==> src/rtl/term_line_engine.sv <==
// term_line_engine: UART line editor feeding character VRAM, a command stream and a TX prompt.
// Define TERM_ECHO_EN to echo accepted keystrokes on TX.
module term_line_engine #(
    parameter int COLS       = 80,
    parameter int ROWS       = 30,
    parameter int COL_W      = 7,
    parameter int ROW_W      = 5,
    parameter int LINE_LEN   = 64,
    parameter int PROMPT_LEN = 2,
    parameter logic [8*PROMPT_LEN-1:0] PROMPT = "> "
) (
    input  logic                   clk,
    input  logic                   btn_rst_n,
    input  logic [7:0]             rx_data,
    input  logic                   rx_valid,
    output logic [7:0]             tx_data,
    output logic                   tx_valid,
    input  logic                   tx_ready,
    output logic                   vram_we,
    output logic [ROW_W+COL_W-1:0] vram_addr,
    output logic [7:0]             vram_data,
    output logic [7:0]             cmd_data,
    output logic                   cmd_valid,
    output logic                   cmd_last,
    input  logic                   cmd_ready,
    output logic [ROW_W-1:0]       top_row,
    output logic                   busy,
    output logic                   overrun
);
    localparam int LW = LINE_LEN > 1 ? $clog2(LINE_LEN) : 1;
    localparam int IW = COL_W > 8 ? COL_W : 8;
    localparam logic [COL_W-1:0] LAST_COL = COL_W'(COLS - 1);
    localparam logic [ROW_W-1:0] LAST_ROW = ROW_W'(ROWS - 1);
    localparam logic [ROW_W:0]   USED_MAX = (ROW_W+1)'(ROWS);
    localparam logic [7:0]       LMAX     = 8'(LINE_LEN);
    localparam logic [IW-1:0]    CLR_END  = IW'(COLS - 1);
    localparam logic [IW-1:0]    P_END    = IW'(PROMPT_LEN - 1);
    localparam logic [7:0]       SP       = 8'h20;

    typedef enum logic [2:0] {S_INIT, S_IDLE, S_WRAP, S_CLEAR_ROW, S_CMD_OUT, S_PROMPT, S_ECHO} state_t;

    state_t                 r_state, w_state;
    logic [ROW_W-1:0]       r_cur_row, w_cur_row, r_top, w_top, w_row_inc, w_top_inc;
    logic [ROW_W:0]         r_used, w_used;
    logic [COL_W-1:0]       r_cur_col, w_cur_col, w_col_inc, w_wcol;
    logic [7:0]             r_count, w_count, w_wdata, w_pbyte;
    logic [IW-1:0]          r_idx, w_idx;
    logic                   r_cr, w_cr, w_we, w_line_we, w_printable, w_bs, w_last_beat;
    logic                   r_overrun, r_vram_we;
    logic [ROW_W+COL_W-1:0] r_vram_addr;
    logic [7:0]             r_vram_data;
    logic [7:0]             r_line [LINE_LEN];
`ifdef TERM_ECHO_EN
    logic [23:0]            r_echo, w_echo;
    logic [1:0]             r_echo_n, w_echo_n;
    state_t                 r_ret, w_ret;
`endif

    assign w_col_inc   = r_cur_col == LAST_COL ? '0 : r_cur_col + 1'b1;
    assign w_row_inc   = r_cur_row == LAST_ROW ? '0 : r_cur_row + 1'b1;
    assign w_top_inc   = r_top == LAST_ROW ? '0 : r_top + 1'b1;
    assign w_printable = rx_data >= 8'h20 && rx_data <= 8'h7E;
    assign w_bs        = (rx_data == 8'h08 || rx_data == 8'h7F) && r_count != 8'd0 && r_cur_col != '0;
    assign w_last_beat = r_idx + 1'b1 == IW'(r_count);
    assign w_pbyte     = 8'(PROMPT >> (8 * (PROMPT_LEN - 1 - int'(r_idx))));

`ifdef TERM_ECHO_EN
    assign tx_valid = r_state == S_PROMPT || r_state == S_ECHO;
    assign tx_data  = !tx_valid ? 8'h00 : r_state == S_ECHO ? r_echo[23:16] : w_pbyte;
`else
    assign tx_valid = r_state == S_PROMPT;
    assign tx_data  = tx_valid ? w_pbyte : 8'h00;
`endif
    assign cmd_valid = r_state == S_CMD_OUT;
    assign cmd_data  = cmd_valid ? r_line[r_idx[LW-1:0]] : 8'h00;
    assign cmd_last  = cmd_valid && w_last_beat;
    assign vram_we   = r_vram_we;
    assign vram_addr = r_vram_addr;
    assign vram_data = r_vram_data;
    assign top_row   = r_top;
    assign busy      = r_state != S_IDLE;
    assign overrun   = r_overrun;

    always_comb begin
        w_state   = r_state;
        w_cur_row = r_cur_row;
        w_cur_col = r_cur_col;
        w_used    = r_used;
        w_top     = r_top;
        w_count   = r_count;
        w_cr      = r_cr;
        w_idx     = r_idx;
        w_we      = 1'b0;
        w_wcol    = r_cur_col;
        w_wdata   = SP;
        w_line_we = 1'b0;
`ifdef TERM_ECHO_EN
        w_echo    = r_echo;
        w_echo_n  = r_echo_n;
        w_ret     = r_ret;
`endif
        case (r_state)
            S_INIT, S_CLEAR_ROW: begin
                w_we   = 1'b1;
                w_wcol = r_idx[COL_W-1:0];
                w_idx  = r_idx + 1'b1;
                if (r_idx == CLR_END) begin
                    w_idx   = '0;
                    w_state = (r_state == S_INIT || (r_cr && r_count == 8'd0)) ? S_PROMPT
                            : r_cr ? S_CMD_OUT : S_IDLE;
                    if (r_count == 8'd0) w_cr = 1'b0;
                end
            end
            S_IDLE: if (rx_valid) begin
                if (w_printable) begin
                    if (r_count < LMAX) begin
                        w_line_we = 1'b1;
                        w_count   = r_count + 1'b1;
                        w_we      = 1'b1;
                        w_wdata   = rx_data;
                        w_cur_col = w_col_inc;
                        w_state   = r_cur_col == LAST_COL ? S_WRAP : S_IDLE;
                    end
                end else if (w_bs) begin
                    w_count   = r_count - 1'b1;
                    w_cur_col = r_cur_col - 1'b1;
                    w_wcol    = r_cur_col - 1'b1;
                    w_we      = 1'b1;
                end else if (rx_data == 8'h0D) begin
                    w_cr    = 1'b1;
                    w_state = S_WRAP;
                end
`ifdef TERM_ECHO_EN
                if (w_we || w_cr) begin
                    w_ret    = w_state;
                    w_state  = S_ECHO;
                    w_echo   = w_bs ? 24'h082008 : rx_data == 8'h0D ? 24'h0D0A00 : {rx_data, 16'h0000};
                    w_echo_n = w_bs ? 2'd3 : rx_data == 8'h0D ? 2'd2 : 2'd1;
                end
`endif
            end
            S_WRAP: begin
                w_cur_col = '0;
                w_cur_row = w_row_inc;
                w_idx     = '0;
                w_state   = S_CLEAR_ROW;
                if (r_used == USED_MAX) w_top = w_top_inc;
                else w_used = r_used + 1'b1;
            end
            S_CMD_OUT: if (cmd_ready) begin
                w_idx = r_idx + 1'b1;
                if (w_last_beat) begin
                    w_idx   = '0;
                    w_count = 8'd0;
                    w_cr    = 1'b0;
                    w_state = S_PROMPT;
                end
            end
            S_PROMPT: if (tx_ready) begin
                w_we      = 1'b1;
                w_wdata   = w_pbyte;
                w_cur_col = w_col_inc;
                w_idx     = r_idx == P_END ? '0 : r_idx + 1'b1;
                if (r_idx == P_END) w_state = S_IDLE;
            end
`ifdef TERM_ECHO_EN
            S_ECHO: if (tx_ready) begin
                w_echo   = r_echo << 8;
                w_echo_n = r_echo_n - 1'b1;
                if (r_echo_n == 2'd1) w_state = r_ret;
            end
`endif
            default: w_state = S_IDLE;
        endcase
    end

    always_ff @(posedge clk or negedge btn_rst_n) begin
        if (!btn_rst_n) begin
            r_state     <= S_INIT;
            r_cur_row   <= '0;
            r_cur_col   <= '0;
            r_used      <= (ROW_W+1)'(1);
            r_top       <= '0;
            r_count     <= 8'd0;
            r_cr        <= 1'b0;
            r_idx       <= '0;
            r_overrun   <= 1'b0;
            r_vram_we   <= 1'b0;
            r_vram_addr <= '0;
            r_vram_data <= SP;
`ifdef TERM_ECHO_EN
            r_echo      <= '0;
            r_echo_n    <= '0;
            r_ret       <= S_IDLE;
`endif
        end else begin
            r_state     <= w_state;
            r_cur_row   <= w_cur_row;
            r_cur_col   <= w_cur_col;
            r_used      <= w_used;
            r_top       <= w_top;
            r_count     <= w_count;
            r_cr        <= w_cr;
            r_idx       <= w_idx;
            r_overrun   <= r_overrun | (rx_valid && r_state != S_IDLE);
            r_vram_we   <= w_we;
            r_vram_addr <= {r_cur_row, w_wcol};
            r_vram_data <= w_wdata;
`ifdef TERM_ECHO_EN
            r_echo      <= w_echo;
            r_echo_n    <= w_echo_n;
            r_ret       <= w_ret;
`endif
        end
    end

    always_ff @(posedge clk) begin
        if (w_line_we) r_line[r_count[LW-1:0]] <= rx_data;
    end
endmodule
==> config.mk <==
export PLATFORM = sky130hd
export DESIGN_NAME = term_line_engine
export DESIGN_NICKNAME = d
export VERILOG_FILES = /design/src/rtl/term_line_engine.sv
export SDC_FILE = /design/constraint.sdc
export NUM_CORES = 1
export LEC_CHECK = 0
export CORE_MARGIN = 10
export CORE_UTILIZATION = 55
export DETAILED_ROUTE_END_ITERATION = 10
export GPL_TIMING_DRIVEN = 0
export PLACE_DENSITY = 0.78
export SETUP_SLACK_MARGIN = 0.02
export SLEW_MARGIN = 20
export SYNTH_ARGS = -nofsm -noshare
export SYNTH_HDL_FRONTEND = slang
export SYNTH_SLANG_ARGS = --single-unit
export TNS_END_PERCENT = 100
==> constraint.sdc <==
create_clock -name clk -period 2.8 [get_ports clk]
set_input_delay 0.28 -clock clk [delete_from_list [all_inputs] [get_ports clk]]
set_output_delay 0.28 -clock clk [all_outputs]
set_load 0.01 [all_outputs]
==> impl_metrics.env, run 1 <==
export IMPL_antenna_cells=0
export IMPL_synthAdderAreaFrac=0.0102
export IMPL_wl_per_cell_um=32.4
export IMPL_critical_path_startpoint_type="flop"
export IMPL_place_ws_ns=-1.83
export IMPL_r2r_cells=10
export IMPL_gp_congestion=0.921
export IMPL_final_cells=2129
export IMPL_grt_total_usage=0.249
export IMPL_synth_cells=1316
export IMPL_final_net_count=1534
export IMPL_cts_buffers=56
export IMPL_synth_edf_count=512
export IMPL_synth_top_family_by_area="multiplexers"
export IMPL_hold_path_class="primary input to flop"
export IMPL_finalCritPeriodShare=1.28
export IMPL_grt_max_degree=71
export IMPL_finalHoldViolCount=0
export IMPL_rsz0062_at_grt="true"
export IMPL_netlist_area_um2=24100
export IMPL_synth_seq_area_share=0.705
export IMPL_violations="setup timing"
export IMPL_synth_main_ff_cell="edfxtp_1"
export IMPL_synthTopCellsByArea="edfxtp_1, mux4_2, dfrtp_1"
export IMPL_drtAntennaViolNets=0
export IMPL_reg2reg_slack_ns=-0.19
export IMPL_power_density_nw_per_um2=967
export IMPL_die_h_um=229
export IMPL_dp_hpwl_mm=38.3
export IMPL_die_area_um2=52600
export IMPL_fin_skew_ns=0.0310
export IMPL_cts_htree_levels=2
export IMPL_numPortBuffers=56
export IMPL_clk_pin_slew_ns=0.06
export IMPL_vias_per_cell=6.85
export IMPL_final_common_cell="edfxtp_1"
export IMPL_timing_setup_tns_ns=-7.11
export IMPL_most_common_layout_cells="edfxtp_1, mux4_2, nor2_4, clkbuf_16, dfrtp_1"
export IMPL_routed_wl_mm=69.0
export IMPL_synthDistinctLibCells=84
export IMPL_path_class="flop to primary output"
export IMPL_grt_pass1_vias=14500
export IMPL_slew_headroom=0.261
export IMPL_io_pins=60
export IMPL_worst_ir_drop_vdd_uv=641
export IMPL_path_cells="buf_8 -> buf_8 -> buf_12 -> buf_12 -> mux4_2 -> mux4_2 -> mux2i_4 -> o22ai_2 -> buf_2"
export IMPL_hold_ws_ns=0.0190
export IMPL_initial_utilization=0.559
export IMPL_synth_area_per_cell_um2=18.3
export IMPL_synth_compound_area_share=0.0444
export IMPL_final_util=0.682
export IMPL_yosys_warnings=0
export IMPL_dp_cells=1965
export IMPL_clk_latency_ns=0.63
export IMPL_rr_endpoint="r_state[1]$_DFFE_PN0P_"
export IMPL_outcome="complete, but fails checks"
export IMPL_required_ns=2.52
export IMPL_cts_root_buf="clkbuf_16"
export IMPL_r2r_start="r_idx[0]$_DFFE_PN0P_"
export IMPL_drv_cap=0
export IMPL_drc=0
export IMPL_yosys_area_top_type="edfxtp_1"
export IMPL_max_stage_delay_ns=0.56
export IMPL_cts_path_max_buffers=3
export IMPL_ys_ff_latch=577
export IMPL_synth_area_mux_share=0.160
export IMPL_finalCriticalPeriod_ns=3.58
export IMPL_floorplan_rows=76
export IMPL_setup_slack_ns=-0.776
export IMPL_p_leak_nw=9.64
export IMPL_end_kind="primary output"
export IMPL_yosys_area_share_simple=0.0523
export IMPL_antenna_found_initial=0
export IMPL_cp_slowest_cell="mux4_2"
export IMPL_setup_viol=23
export IMPL_syn_to_final_growth_pct=22.1
export IMPL_drtIter0Drc=2250
export IMPL_synth_top_area_share=0.638
export IMPL_overflow=0
export IMPL_crit_arrival_ns=3.30
export IMPL_slew_violations=0
export IMPL_min_path_cells=1
export IMPL_synth_xor_area_frac=0.00763
export IMPL_dr_pass1_iters=6
export IMPL_grt_pass1_wl_mm=97.4
export IMPL_worst_pin_slew_ns=1.11
export IMPL_die_x_um=229
export IMPL_cts_tree="built"
export IMPL_critPathMaxFanout=6
export IMPL_vias=14600
export IMPL_hold_end="r_line[19][0]$_DFFE_PP_"
export IMPL_drive_above_1_share=0.348
export IMPL_numClockSinks=577
export IMPL_async_flop_share=0.113
export IMPL_coreArea_um2=43200
export IMPL_fmax_mhz=280
export IMPL_hp_start="rx_data[0]"
==> worst max-delay path, delay by kind of cell (launching register included) <==
family / cells / cell delay [ns]
buf+inv: 5 / 0.77
compound gates: 1 / 0.13
flops: 1 / 0.41
mux: 3 / 1.35
==> final cells by class <==
class / instances / area (um2)
clock inverters: 32 / 324
plain buffers: 75 / 742
well taps: 585 / 732
inverters: 26 / 110
multi-input cells: 640 / 7580
clock buffers: 68 / 1510
flip-flops and latches: 577 / 17000
fillers: 2635 / 13700
repair buffers: 126 / 1430
==> cells in the mapped netlist, types with 5 or more instances <==
master    count
a31oi_1      19
nand2b_1      8
or3_1         8
o21ai_0      35
nand4_1      14
and3_1        8
xnor2_1      16
mux4_2      160
a21oi_1      18
nor2_1       92
edfxtp_1    512
o22ai_1      13
a21o_1        5
buf_1        10
buf_2        17
nand2_1      44
o31ai_1       5
nor3_1       15
clkbuf_1     37
inv_1        23
o311ai_0      5
mux2i_1      22
buf_4         7
ha_1         18
nand3_1      33
xor2_1        5
dfrtp_1      63
nand3b_1      5
==> flip-flops by register name (all words and copies together), names as in the netlist <==
name       cells
r_line       512
vram_addr     12
r_count        8
r_idx          8
vram_data      8
r_cur_col      7
r_used         6
r_cur_row      5
top_row        5
r_state        3
overrun        1
r_cr           1
vram_we        1
==> power by group <==
| group | switching, W | internal, W | leakage (nW) | total (W) |
|---|---|---|---|---|
| clock | 0.00328 | 0.00437 | 0.887 | 0.00765 |
| sequential | 0.000226 | 0.00963 | 5.44 | 0.00986 |
| combinational | 0.00602 | 0.00494 | 3.31 | 0.0110 |
| total | 0.00952 | 0.0189 | 9.64 | 0.0285 |
==> how the worst max path moves through the flow <==
stage	from	to	slack, ns
finish	r_idx[0]$_DFFE_PN0P_	cmd_data[7]	-0.78
global route	r_idx[0]$_DFFE_PN0P_	cmd_data[7]	-0.77
CTS	r_idx[0]$_DFFE_PN0P_	cmd_data[7]	-0.65
detailed placement	rx_data[7]	r_line[7][2]$_DFFE_PP_	-1.83
global placement	rx_data[4]	r_line[6][2]$_DFFE_PP_	-3.37
floorplan	r_idx[1]$_DFFE_PN0P_	tx_data[2]	0.05
==> metal layers <==
metal  share of wire  track usage
met2            0.49        0.405
met5               0            0
met3            0.10       0.0536
met1            0.35        0.320
met4           0.052        0.105
==> cells by family after synthesis <==
family,count (synthesis)
simple gates,257
xor+xnor,21
compound gates,153
fa+ha+maj,19
other cells,1
mux,185
buf+inv,103
flops,577
==> timing repair <==
item | 4_1_cts | 5_1_grt
hold buffers | 4 | 0
buffers inserted | 36 | 17
pin swaps | 32 | 20
setup endpoints to repair | 551 | 324
endpoints found under the hold margin | 69 | 0
gates resized for setup | 384 | 48
cloned | 5 | 6
==> through the flow <==
step                area [um2]  total power (W)
finish                   29400           0.0285
global route             29400           0.0292
CTS                      29000           0.0273
detailed placement       25500           0.0181
global placement         25400           0.0179
floorplan                24100           0.0155
Power figures use the tool's default switching activity.
==> run 2: changes to the inputs <==
--- a/config.mk
+++ b/config.mk
@@ -10,6 +10,7 @@
 export DETAILED_ROUTE_END_ITERATION = 10
 export GPL_TIMING_DRIVEN = 0
 export PLACE_DENSITY = 0.78
+export RECOVER_POWER = 50
 export SETUP_SLACK_MARGIN = 0.02
 export SLEW_MARGIN = 20
 export SYNTH_ARGS = -nofsm -noshare
==> run 2 against run 1 <==
The run ends with capacitance limit, slew limit, setup timing left. Sequential power hardly changed. Core utilization is 0.14 points lower. Sequential share of layout area is 0.12 points higher. Maximum frequency hardly changed. Combinational power hardly changed. Critical endpoint unchanged. Largest power group unchanged.
==> impl_metrics.env, run 2 (synthesized netlist as in run 1, its figures left out) <==
export IMPL_outcome="complete, but fails checks"
export IMPL_violations="capacitance limit, slew limit, setup timing"
export IMPL_hold_ws_ns=0.0182
export IMPL_wl_per_cell_um=32.4
export IMPL_final_common_cell="edfxtp_1"
export IMPL_fin_skew_ns=0.0296
export IMPL_fill_cells=2646
export IMPL_crit_arrival_ns=3.30
export IMPL_grt_max_degree=71
export IMPL_die_x_um=229
export IMPL_rsz0062_at_grt="true"
export IMPL_required_ns=2.52
export IMPL_hold_path_class="primary input to flop"
export IMPL_pwr_share_seq=0.347
export IMPL_finalCritPeriodShare=1.28
export IMPL_critical_path_startpoint_type="flop"
export IMPL_grt_pass1_vias=14500
export IMPL_worst_pin_slew_ns=2.17
export IMPL_critPathMaxFanout=6
export IMPL_setup_viol=516
export IMPL_total_power_w=0.0284
export IMPL_die_h_um=229
export IMPL_dp_cells=1965
export IMPL_grt_total_usage=0.249
export IMPL_seq_area_um2=17000
export IMPL_p_leak_nw=9.62
export IMPL_multi_input_comb_area_um2=7570
export IMPL_dr_pass1_iters=5
export IMPL_routed_wl_mm=69.1
export IMPL_dp_hpwl_mm=38.3
export IMPL_drv_cap=4
export IMPL_final_cells=2129
export IMPL_worst_ir_drop_vdd_uv=643
export IMPL_drtIter0Drc=2225
export IMPL_power_density_nw_per_um2=968
export IMPL_clk_pin_slew_ns=0.06
export IMPL_coreArea_um2=43200
export IMPL_final_net_count=1534
export IMPL_overflow=0
export IMPL_cts_tree="built"
export IMPL_timing_setup_tns_ns=-54.26
export IMPL_p_int_w=0.0189
export IMPL_fmax_mhz=279
export IMPL_initial_utilization=0.559
export IMPL_drive_above_1_share=0.343
export IMPL_clkPwrFrac=0.269
export IMPL_cts_root_buf="clkbuf_16"
export IMPL_io_pins=60
export IMPL_combPwrFrac=0.384
export IMPL_syn_to_final_growth_pct=21.8
export IMPL_antenna_found_initial=0
export IMPL_path_class="flop to primary output"
export IMPL_finalHoldViolCount=0
export IMPL_antenna_cells=0
export IMPL_power_switching_w=0.00951
export IMPL_cts_buffers=56
export IMPL_floorplan_rows=76
export IMPL_grt_pass1_wl_mm=97.4
export IMPL_end_kind="primary output"
export IMPL_drc=0
export IMPL_die_area_um2=52600
export IMPL_finalCriticalPeriod_ns=3.58
export IMPL_numClockSinks=577
export IMPL_gp_congestion=0.921
export IMPL_p_sw_frac=0.334
export IMPL_drtAntennaViolNets=0
export IMPL_cts_path_max_buffers=3
export IMPL_vias=14700
export IMPL_vias_per_cell=6.90
export IMPL_setup_slack_ns=-0.778
export IMPL_slew_headroom=-0.446
export IMPL_slew_violations=200
export IMPL_most_common_layout_cells="edfxtp_1, mux4_2, nor2_4, clkbuf_16, dfrtp_1"
export IMPL_final_util=0.680
export IMPL_numPortBuffers=56
export IMPL_largest_reg_flops=512
export IMPL_clk_latency_ns=0.62
export IMPL_cts_htree_levels=2
## run 2: routing by layer
layer / share of wire / up-vias / global-route usage
met5: 0 / - / 0
met4: 0.055 / 0 / 0.105
met3: 0.10 / 276 / 0.0536
met2: 0.49 / 1148 / 0.405
met1: 0.35 / 7527 / 0.320
li1: - / 5735 / -
## run 2: area by class of cell
cell class	count	area share
buffer	75	0.0253
clock buffer	68	0.0514
clock inverter	32	0.0110
inverter	26	0.00375
multi-input combinational	640	0.258
sequential	577	0.579
tap	585	0.0249
timing repair buffer	126	0.0469
## run 2: worst paths after layout
check,startpoint,end,slack (ns),cells past startpoint
worst min register to register,r_cur_row[4]$_DFFE_PN0P_,vram_addr[11]$_DFF_PN0_,0.43,0
worst max register to register,r_count[6]$_DFFE_PN0P_,r_line[35][3]$_DFFE_PP_,-0.20,5
worst max-delay path,r_idx[0]$_DFFE_PN0P_,cmd_data[7],-0.78,9
min in group asynchronous,btn_rst_n,vram_data[7]$_DFF_PN0_,0.70,2
worst min-delay path,rx_data[0],r_line[19][0]$_DFFE_PP_,0.02,1
max in group asynchronous,btn_rst_n,r_idx[2]$_DFFE_PN0P_,0.38,3
## run 2: worst max-delay path, stage by stage, from the launching register on
cell and delay (ns):
dfrtp_1 0.41, buf_8 0.17, buf_8 0.14, buf_12 0.15, buf_12 0.13, mux4_2 0.56
mux4_2 0.56, mux2i_4 0.23, o22ai_2 0.13, buf_2 0.19
## run 2: through the flow
step,cell area (um2),setup WS (ns)
5_1_grt,29400,-0.772
6_report,29400,-0.778
3_5_place_dp,25500,-1.83
2_1_floorplan,24100,0.0544
4_1_cts,29000,-0.655
3_3_place_gp,25400,-3.37
## run 2: repair_timing
action | 4_1_cts | 5_1_grt
endpoints found under the setup margin | 551 | 324
endpoints found under the hold margin | 69 | 0
resized for setup | 384 | 48
hold buffers | 4 | 0
setup buffers | 36 | 17
pin swaps | 32 | 20
gates cloned | 5 | 6
## run 2: power by group through the flow
stage                     clock network (W)  logic [W]  registers (W)
after floorplan                           0    0.00549        0.00998
after global placement                    0    0.00788         0.0100
after detailed placement                  0    0.00807         0.0100
after CTS                           0.00763    0.00983        0.00983
after global routing                0.00804     0.0113        0.00989
final                               0.00766     0.0109        0.00986
